## src/rtl/axi_gran_write_buffer_pkg.sv

```systemverilog
// -----------------------------------------------------------------------------
// axi_gran_write_buffer_pkg
// Shared types and helpers for the granular write buffer.
//   cnt_width(n) : bit width of a counter that must represent 0..n inclusive.
//   *_chan_t     : AXI channel payloads (AW/AR, W, B, R).
//   req_t/resp_t : bundled AXI request/response with valid/ready handshakes.
// -----------------------------------------------------------------------------
package axi_gran_write_buffer_pkg;

    function automatic int unsigned cnt_width(input int unsigned n);
        return $clog2(n + 1);
    endfunction

    typedef struct packed {
        logic [3:0]  id;
        logic [31:0] addr;
        logic [7:0]  len;
        logic [2:0]  size;
        logic [1:0]  burst;
    } aw_chan_t;

    typedef aw_chan_t ar_chan_t;

    typedef struct packed {
        logic [31:0] data;
        logic [3:0]  strb;
        logic        last;
    } w_chan_t;

    typedef struct packed {
        logic [3:0] id;
        logic [1:0] resp;
    } b_chan_t;

    typedef struct packed {
        logic [3:0]  id;
        logic [31:0] data;
        logic [1:0]  resp;
        logic        last;
    } r_chan_t;

    typedef struct packed {
        aw_chan_t aw;
        logic     aw_valid;
        w_chan_t  w;
        logic     w_valid;
        logic     b_ready;
        ar_chan_t ar;
        logic     ar_valid;
        logic     r_ready;
    } req_t;

    typedef struct packed {
        logic    aw_ready;
        logic    ar_ready;
        logic    w_ready;
        logic    b_valid;
        b_chan_t b;
        logic    r_valid;
        r_chan_t r;
    } resp_t;

endpackage

```

## src/rtl/axi_gran_write_buffer_cnt.sv

```systemverilog
// -----------------------------------------------------------------------------
// axi_gran_write_buffer_cnt
// Up/down counter; a simultaneous increment and decrement leaves it unchanged.
// Ports:
//   clk_i  : clock
//   rst_i  : synchronous active-high reset (count -> 0)
//   inc_i  : count up by one
//   dec_i  : count down by one
//   cnt_o  : current count
// -----------------------------------------------------------------------------
module axi_gran_write_buffer_cnt #(
    parameter int unsigned Width = 4
) (
    input  logic             clk_i,
    input  logic             rst_i,
    input  logic             inc_i,
    input  logic             dec_i,
    output logic [Width-1:0] cnt_o
);

    logic [Width-1:0] cnt_q, cnt_d;

    // NOTE: every signal written in always_comb gets a default first, so no
    // path leaves it unassigned and no latch is inferred.
    always_comb begin
        cnt_d = cnt_q;
        if (inc_i && !dec_i) begin
            cnt_d = cnt_q + 1'b1;
        end else if (dec_i && !inc_i) begin
            cnt_d = cnt_q - 1'b1;
        end
    end

    // NOTE: state registers use non-blocking assignments so every flop samples
    // its pre-edge inputs regardless of statement order.
    always_ff @(posedge clk_i) begin
        if (rst_i) begin
            cnt_q <= '0;
        end else begin
            cnt_q <= cnt_d;
        end
    end

    assign cnt_o = cnt_q;

    a_no_overflow : assert property (@(posedge clk_i) disable iff (rst_i)
        (inc_i && !dec_i) |-> (cnt_q != '1));

    a_no_underflow : assert property (@(posedge clk_i) disable iff (rst_i)
        (dec_i && !inc_i) |-> (cnt_q != '0));

endmodule

```

## src/rtl/axi_gran_write_buffer.sv

```systemverilog
// -----------------------------------------------------------------------------
// axi_gran_write_buffer
// Holds the W beats of each split write fragment and only releases the
// fragment's AW downstream once all its beats (through last) are buffered.
// AR, R and B are wired straight through.
// Ports:
//   clk_i          : clock
//   rst_i          : synchronous active-high reset; drops all buffered content
//   slv_req_i      : request from the burst splitter
//   slv_resp_o     : response to the burst splitter
//   mst_req_o      : request toward the interconnect
//   mst_resp_i     : response from the interconnect
//   full_o         : W FIFO full
//   num_complete_o : complete fragments held whose AW is not yet issued
// -----------------------------------------------------------------------------
module axi_gran_write_buffer
    import axi_gran_write_buffer_pkg::*;
#(
    parameter int unsigned WBufferDepth  = 16,
    parameter int unsigned MaxAwPending  = 8,
    parameter type         axi_req_t     = req_t,
    parameter type         axi_resp_t    = resp_t,
    parameter type         axi_aw_chan_t = aw_chan_t,
    parameter type         axi_w_chan_t  = w_chan_t
) (
    input  logic                                  clk_i,
    input  logic                                  rst_i,
    input  axi_req_t                              slv_req_i,
    output axi_resp_t                             slv_resp_o,
    output axi_req_t                              mst_req_o,
    input  axi_resp_t                             mst_resp_i,
    output logic                                  full_o,
    output logic [cnt_width(MaxAwPending)-1:0]    num_complete_o
);

    localparam int unsigned CntW   = cnt_width(MaxAwPending);
    localparam int unsigned AwOccW = cnt_width(MaxAwPending);
    localparam int unsigned WOccW  = cnt_width(WBufferDepth);
    localparam int unsigned AwPtrW = (MaxAwPending > 1) ? $clog2(MaxAwPending) : 1;
    localparam int unsigned WPtrW  = (WBufferDepth > 1) ? $clog2(WBufferDepth) : 1;

    localparam logic [AwPtrW-1:0] AwPtrLast = AwPtrW'(MaxAwPending - 1);
    localparam logic [WPtrW-1:0]  WPtrLast  = WPtrW'(WBufferDepth - 1);
    localparam logic [AwOccW-1:0] AwOccMax  = AwOccW'(MaxAwPending);
    localparam logic [WOccW-1:0]  WOccMax   = WOccW'(WBufferDepth);

    // FIFO storage and bookkeeping
    axi_aw_chan_t      aw_mem_q [MaxAwPending];
    axi_w_chan_t       w_mem_q  [WBufferDepth];
    logic [AwPtrW-1:0] aw_wr_q, aw_wr_d, aw_rd_q, aw_rd_d;
    logic [WPtrW-1:0]  w_wr_q, w_wr_d, w_rd_q, w_rd_d;
    logic [AwOccW-1:0] aw_occ_q, aw_occ_d;
    logic [WOccW-1:0]  w_occ_q, w_occ_d;

    logic aw_full, aw_empty, w_full, w_empty;
    logic slv_aw_ready, slv_w_ready;
    logic aw_push, w_push;
    logic mst_aw_valid, mst_w_valid;
    logic aw_hs, w_hs;
    logic [CntW-1:0] complete_cnt, w_credit;
    axi_w_chan_t w_head;

    assign aw_full  = (aw_occ_q == AwOccMax);
    assign aw_empty = (aw_occ_q == '0);
    assign w_full   = (w_occ_q == WOccMax);
    assign w_empty  = (w_occ_q == '0);
    assign w_head   = w_mem_q[w_rd_q];

    // Ready is withheld during reset so nothing is accepted into a FIFO that is
    // being cleared.
    assign slv_aw_ready = !rst_i && !aw_full;
    assign slv_w_ready  = !rst_i && !w_full;
    assign aw_push      = slv_req_i.aw_valid && slv_aw_ready;
    assign w_push       = slv_req_i.w_valid && slv_w_ready;

    // An AW leaves only when at least one whole fragment of W data is held.
    assign mst_aw_valid = !rst_i && !aw_empty && (complete_cnt != '0);
    assign aw_hs        = mst_aw_valid && mst_resp_i.aw_ready;

    // W may go out with its own AW in the same cycle; otherwise it needs a
    // credit from an AW already issued, so W never precedes its AW.
    assign mst_w_valid  = !rst_i && !w_empty && ((w_credit != '0) || aw_hs);
    assign w_hs         = mst_w_valid && mst_resp_i.w_ready;

    always_comb begin
        aw_wr_d  = aw_wr_q;
        aw_rd_d  = aw_rd_q;
        aw_occ_d = aw_occ_q;
        w_wr_d   = w_wr_q;
        w_rd_d   = w_rd_q;
        w_occ_d  = w_occ_q;

        if (aw_push) aw_wr_d = (aw_wr_q == AwPtrLast) ? '0 : aw_wr_q + 1'b1;
        if (aw_hs)   aw_rd_d = (aw_rd_q == AwPtrLast) ? '0 : aw_rd_q + 1'b1;
        if (aw_push && !aw_hs)      aw_occ_d = aw_occ_q + 1'b1;
        else if (!aw_push && aw_hs) aw_occ_d = aw_occ_q - 1'b1;

        if (w_push) w_wr_d = (w_wr_q == WPtrLast) ? '0 : w_wr_q + 1'b1;
        if (w_hs)   w_rd_d = (w_rd_q == WPtrLast) ? '0 : w_rd_q + 1'b1;
        if (w_push && !w_hs)      w_occ_d = w_occ_q + 1'b1;
        else if (!w_push && w_hs) w_occ_d = w_occ_q - 1'b1;
    end

    always_ff @(posedge clk_i) begin
        if (rst_i) begin
            aw_wr_q  <= '0;
            aw_rd_q  <= '0;
            aw_occ_q <= '0;
            w_wr_q   <= '0;
            w_rd_q   <= '0;
            w_occ_q  <= '0;
        end else begin
            aw_wr_q  <= aw_wr_d;
            aw_rd_q  <= aw_rd_d;
            aw_occ_q <= aw_occ_d;
            w_wr_q   <= w_wr_d;
            w_rd_q   <= w_rd_d;
            w_occ_q  <= w_occ_d;
        end
    end

    // NOTE: the storage arrays carry no reset; the occupancy counters alone
    // define which entries are valid, so stale contents are never observed.
    always_ff @(posedge clk_i) begin
        if (aw_push) aw_mem_q[aw_wr_q] <= slv_req_i.aw;
        if (w_push)  w_mem_q[w_wr_q]   <= slv_req_i.w;
    end

    // Complete fragments held whose AW has not gone out yet.
    axi_gran_write_buffer_cnt #(.Width(CntW)) u_complete_cnt (
        .clk_i (clk_i),
        .rst_i (rst_i),
        .inc_i (w_push && slv_req_i.w.last),
        .dec_i (aw_hs),
        .cnt_o (complete_cnt)
    );

    // Issued AWs whose W data has not fully drained downstream.
    axi_gran_write_buffer_cnt #(.Width(CntW)) u_w_credit (
        .clk_i (clk_i),
        .rst_i (rst_i),
        .inc_i (aw_hs),
        .dec_i (w_hs && w_head.last),
        .cnt_o (w_credit)
    );

    // AR, R, B and their handshakes pass straight through; only AW and W
    // are sourced from the buffers.
    always_comb begin
        mst_req_o          = slv_req_i;
        mst_req_o.aw       = aw_mem_q[aw_rd_q];
        mst_req_o.aw_valid = mst_aw_valid;
        mst_req_o.w        = w_head;
        mst_req_o.w_valid  = mst_w_valid;

        slv_resp_o          = mst_resp_i;
        slv_resp_o.aw_ready = slv_aw_ready;
        slv_resp_o.w_ready  = slv_w_ready;
    end

    assign full_o         = w_full;
    assign num_complete_o = complete_cnt;

    // A fragment longer than the W buffer could never complete and would
    // deadlock the buffer.
    a_frag_fits : assert property (@(posedge clk_i) disable iff (rst_i)
        slv_req_i.aw_valid |-> (32'(slv_req_i.aw.len) < WBufferDepth));

endmodule
```

## config.mk

```make
export PLATFORM = sky130hd
export DESIGN_NAME = axi_gran_write_buffer
export DESIGN_NICKNAME = d
export VERILOG_FILES = /design/src/rtl/axi_gran_write_buffer_pkg.sv /design/src/rtl/axi_gran_write_buffer_cnt.sv /design/src/rtl/axi_gran_write_buffer.sv
export SDC_FILE = /design/constraint.sdc
export NUM_CORES = 1
export LEC_CHECK = 0
export BUFFER_PORTS_ARGS = -buffer_cell sky130_fd_sc_hd__buf_4
export CORE_MARGIN = 2
export CORE_UTILIZATION = 35
export CTS_BUF_LIST = sky130_fd_sc_hd__clkbuf_4 sky130_fd_sc_hd__clkbuf_8
export DETAILED_ROUTE_END_ITERATION = 12
export GPL_TIMING_DRIVEN = 0
export PLACE_DENSITY_LB_ADDON = 0.12
export SYNTH_ARGS = -nofsm -noshare
export SYNTH_HDL_FRONTEND = slang
export SYNTH_SLANG_ARGS = --single-unit
```

## constraint.sdc

```tcl
create_clock -name clk_i -period 9.3 [get_ports clk_i]
set_input_delay 0.465 -clock clk_i [delete_from_list [all_inputs] [get_ports clk_i]]
set_output_delay 0.465 -clock clk_i [all_outputs]
set_load 0.005 [all_outputs]
```

==> flow_metrics.env <==
export IMPL_cts_buffer_depth=3
export IMPL_p_sw_share_pct=22.82
export IMPL_grt_pass1_vias=21027
export IMPL_worstPathCellList="clkbuf_1 > clkbuf_1 > mux4_2 > mux4_2 > buf_4"
export IMPL_port_buffers=285
export IMPL_clock_latency_ns=0.81
export IMPL_synth_top_cell_by_area="edfxtp_1"
export IMPL_grt_max_degree=28
export IMPL_arrival_ns=3.86
export IMPL_synthCells=1742
export IMPL_ys_warn_count=0
export IMPL_crit_type="reg -> out"
export IMPL_die_w_um=342.3
export IMPL_drive_gt1_share_pct=43.01
export IMPL_synth_top_area_share_pct=73.79
export IMPL_holdWs_ns=0.1169
export IMPL_gp_congestion=0.8160
export IMPL_power_switching_uw=2268
export IMPL_cpPeakStageDelay_ns=0.84
export IMPL_die_area_um2=117100
export IMPL_start_util_pct=35.16
export IMPL_yosysSeqAreaShare_pct=75.69
export IMPL_min_path_type="in -> reg"
export IMPL_dp_hpwl_mm=66.25
export IMPL_area_delta_synth_final_pct=24.00
export IMPL_clkPwrFrac_pct=38.3
export IMPL_start_kind="register"
export IMPL_cp_max_fo=10
export IMPL_grt_util_met2_pct=29.31
export IMPL_fin_crit_sh_pct=46.50
export IMPL_synth_area_um2=40040
export IMPL_finalHoldViolations=0
export IMPL_combPwrFrac_pct=9.8
export IMPL_setup_viol=0
export IMPL_final_area_um2=49650
export IMPL_cp_required_ns=8.84
export IMPL_dpl_cell_area_um2=45500
export IMPL_cp_slowest_cell="clkbuf_1"
export IMPL_vias=19807
export IMPL_synth_edf_count=984
export IMPL_p_int_uw=7672
export IMPL_ant_nets=0
export IMPL_syn_avg_cell_area_um2=22.99
export IMPL_cts_buffers=174
export IMPL_rsz0062_at_grt="false"
export IMPL_async_reset_ff_share_pct=0
export IMPL_p_seq_share_pct=51.9
export IMPL_drc=0
export IMPL_antenna_found_initial=7
export IMPL_cts_tree="yes"
export IMPL_synth_cell_types=44
export IMPL_wl_per_cell_um=25.12
export IMPL_tightest_slew_ns=1.270
export IMPL_synth_flop_cell="edfxtp_1"
export IMPL_fp_coreArea_um2=113900
export IMPL_peakVddDrop_uv=103.4
export IMPL_fp_dieH_um=342.3
export IMPL_max_freq_mhz=231.2
export IMPL_grt_busiest_layer="met2"
export IMPL_status="finished clean"
export IMPL_post_cts_buffers=0
export IMPL_grt_pass1_wl_mm=144.3
export IMPL_drv_cap=0
export IMPL_cts_root_buf="clkbuf_8"
export IMPL_p_leak_uw=0.01642
export IMPL_clk_pin_slew_worst_paths_ns=0.06
export IMPL_ys_ff_latch=1022
export IMPL_clock_skew_ns=0.02725
export IMPL_drt_iter0_markers=1255
export IMPL_fill_cells=9957
export IMPL_grt_ovfl_total=0
export IMPL_totalWireLength_mm=101.3
export IMPL_synth_nets=1961
export IMPL_finalCriticalPeriod_ns=4.324
export IMPL_synth_area_top_cells="edfxtp_1 (74%), mux4_2 (13%), mux4_1 (3.7%)"
export IMPL_grt_use_met3_pct=4.400
export IMPL_viasPerCell=4.912
export IMPL_rows=124
export IMPL_dr_pass1_iters=5
export IMPL_drv_slew=0
export IMPL_power_density_nw_per_um2=200.2
export IMPL_slew_headroom_pct=15.32
export IMPL_cp_end_kind="output port"
export IMPL_nNetsFinal=2597
export IMPL_grt_usage_pct=17.22
export IMPL_gr_usage_met1_pct=21.67
export IMPL_cts_num_sinks=1022
export IMPL_pin_count=387
export IMPL_htree_levels=4
[worst max-delay path: cells and delay by family (launching register included)]
family	cells	cell delay, ns
buf+inv	3	1.66
mux	2	1.00
flops	1	0.39
[sequential cells by signal, summed over array words and instances, names as in the netlist, named ones only]
signal / count
w_mem_q: 592
aw_mem_q: 392
w_occ_q: 5
aw_occ_q: 4
u_complete_cnt.cnt_o: 4
u_w_credit.cnt_o: 4
w_rd_q: 4
w_wr_q: 4
aw_rd_q: 3
aw_wr_q: 3
[cell usage after synthesis, types with 2 or more instances]
cell and count:
and2_1 2, mux4_1 56, buf_1 2, mux2_2 51
nand2b_1 5, nor3_1 10, clkbuf_1 43, dfxtp_1 38
a21o_1 4, nor3b_1 2, xor2_1 7, nand2_1 26
or3_1 4, ha_1 23, buf_2 17, fa_1 4
nand3b_1 4, xnor2_1 6, mux2i_1 8, o21ai_0 3
nand3_1 3, inv_1 14, buf_12 4, a21oi_1 23
buf_4 104, mux4_2 226, edfxtp_1 984, o31ai_1 2
nor2_1 40, nor4_1 3, buf_6 11
[metrics by stage]
stage	utilization [%]	power [uW]	TNS (ns)	std cells	worst slack, ns
3_3_place_gp	38.70	6179	-239.81	3539	-2.716
6_report	43.60	9939	0	4032	4.976
3_5_place_dp	39.95	6213	0	3628	5.194
4_1_cts	43.60	10090	0	4030	4.810
2_1_floorplan	-	5797	0	1742	3.091
5_1_grt	43.60	10360	0	4032	4.747
[metal layers]
metal / vias up / routed length, um
met5: - / 57
met2: 572 / 51480
li1: 8537 / -
met4: 10 / 1959
met3: 163 / 5900
met1: 10525 / 41900
[what timing repair did]
item | CTS | global route
hold buffers | 86 | 0
setup endpoints to repair | 0 | 0
gates resized for setup | 0 | 0
hold endpoints to repair | 984 | 0
[layout by cell type (no fill, tap or decap), types with 3 or more instances in the layout]
cell | Yosys | final
a21o_1 | 4 | 4
a21oi_1 | 23 | 23
buf_12 | 4 | 21
buf_16 | 0 | 9
buf_2 | 17 | 17
buf_4 | 104 | 406
buf_6 | 11 | 48
buf_8 | 0 | 9
clkbuf_1 | 43 | 43
clkbuf_4 | 0 | 61
clkbuf_8 | 0 | 179
clkinv_1 | 0 | 48
clkinv_2 | 0 | 16
clkinvlp_4 | 0 | 7
dfxtp_1 | 38 | 38
dlygate4sd3_1 | 0 | 86
edfxtp_1 | 984 | 984
fa_1 | 4 | 4
ha_1 | 23 | 23
inv_1 | 14 | 14
mux2_2 | 51 | 51
mux2i_1 | 8 | 8
mux4_1 | 56 | 56
mux4_2 | 226 | 226
nand2_1 | 26 | 26
nand2b_1 | 5 | 5
nand3_1 | 3 | 3
nand3b_1 | 4 | 4
nor2_1 | 40 | 27
nor2_4 | 0 | 13
nor3_2 | 0 | 8
o21ai_0 | 3 | 3
or3_1 | 4 | 4
xnor2_1 | 6 | 6
xor2_1 | 7 | 7
[path summary, 6_finish.rpt]
kind	start	to	cells after the start	slack, ns
worst max-delay path	register	mst_req_o[62]	5	4.98
worst min-delay path	mst_resp_i[47]	w_rd_q[1]$_SDFFE_PP0N_	4	0.12
worst max register to register	register	u_w_credit.cnt_o[3]$_SDFFE_PP0P_	14	5.32
worst min register to register	aw_rd_q[1]$_SDFFE_PP0N_	aw_rd_q[1]$_SDFFE_PP0N_	2	0.49
[cells by family after synthesis]
family,count (synthesis),synth area share [%]
DFF,1022,75.69
muxes,341,18.02
adders and majority gates,27,0.9186
buffers and inverters,196,3.234
and+or+nand+nor,106,1.300
AOI/OAI and AO/OA,37,0.5562
xor gates and xnor gates,13,0.2843
[power by group through the flow]
stage | Sequential [uW] | Combinational, uW | Clock (uW)
2_1_floorplan | 5260 | 540 | 0
3_3_place_gp | 5270 | 910 | 0
3_5_place_dp | 5260 | 955 | 0
4_1_cts | 5160 | 994 | 3940
5_1_grt | 5170 | 1050 | 4150
6_report | 5160 | 969 | 3810
[layout make-up]
type                            instances  area (um2)  share of cell area, %
Clock buffer                          240        2922                  5.884
Multi-Input combinational cell        524        8594                  17.31
Clock inverter                         76       369.1                 0.7434
Tap cell                             1512        1892                  3.810
Inverter                               15       56.30                 0.1134
Buffer                                181        1239                  2.495
Antenna cell                            2       5.005                0.01008
Sequential cell                      1022       30310                  61.04
Timing Repair Buffer                  460        4268                  8.595
No activity file was read; power rests on OpenSTA's default activity.
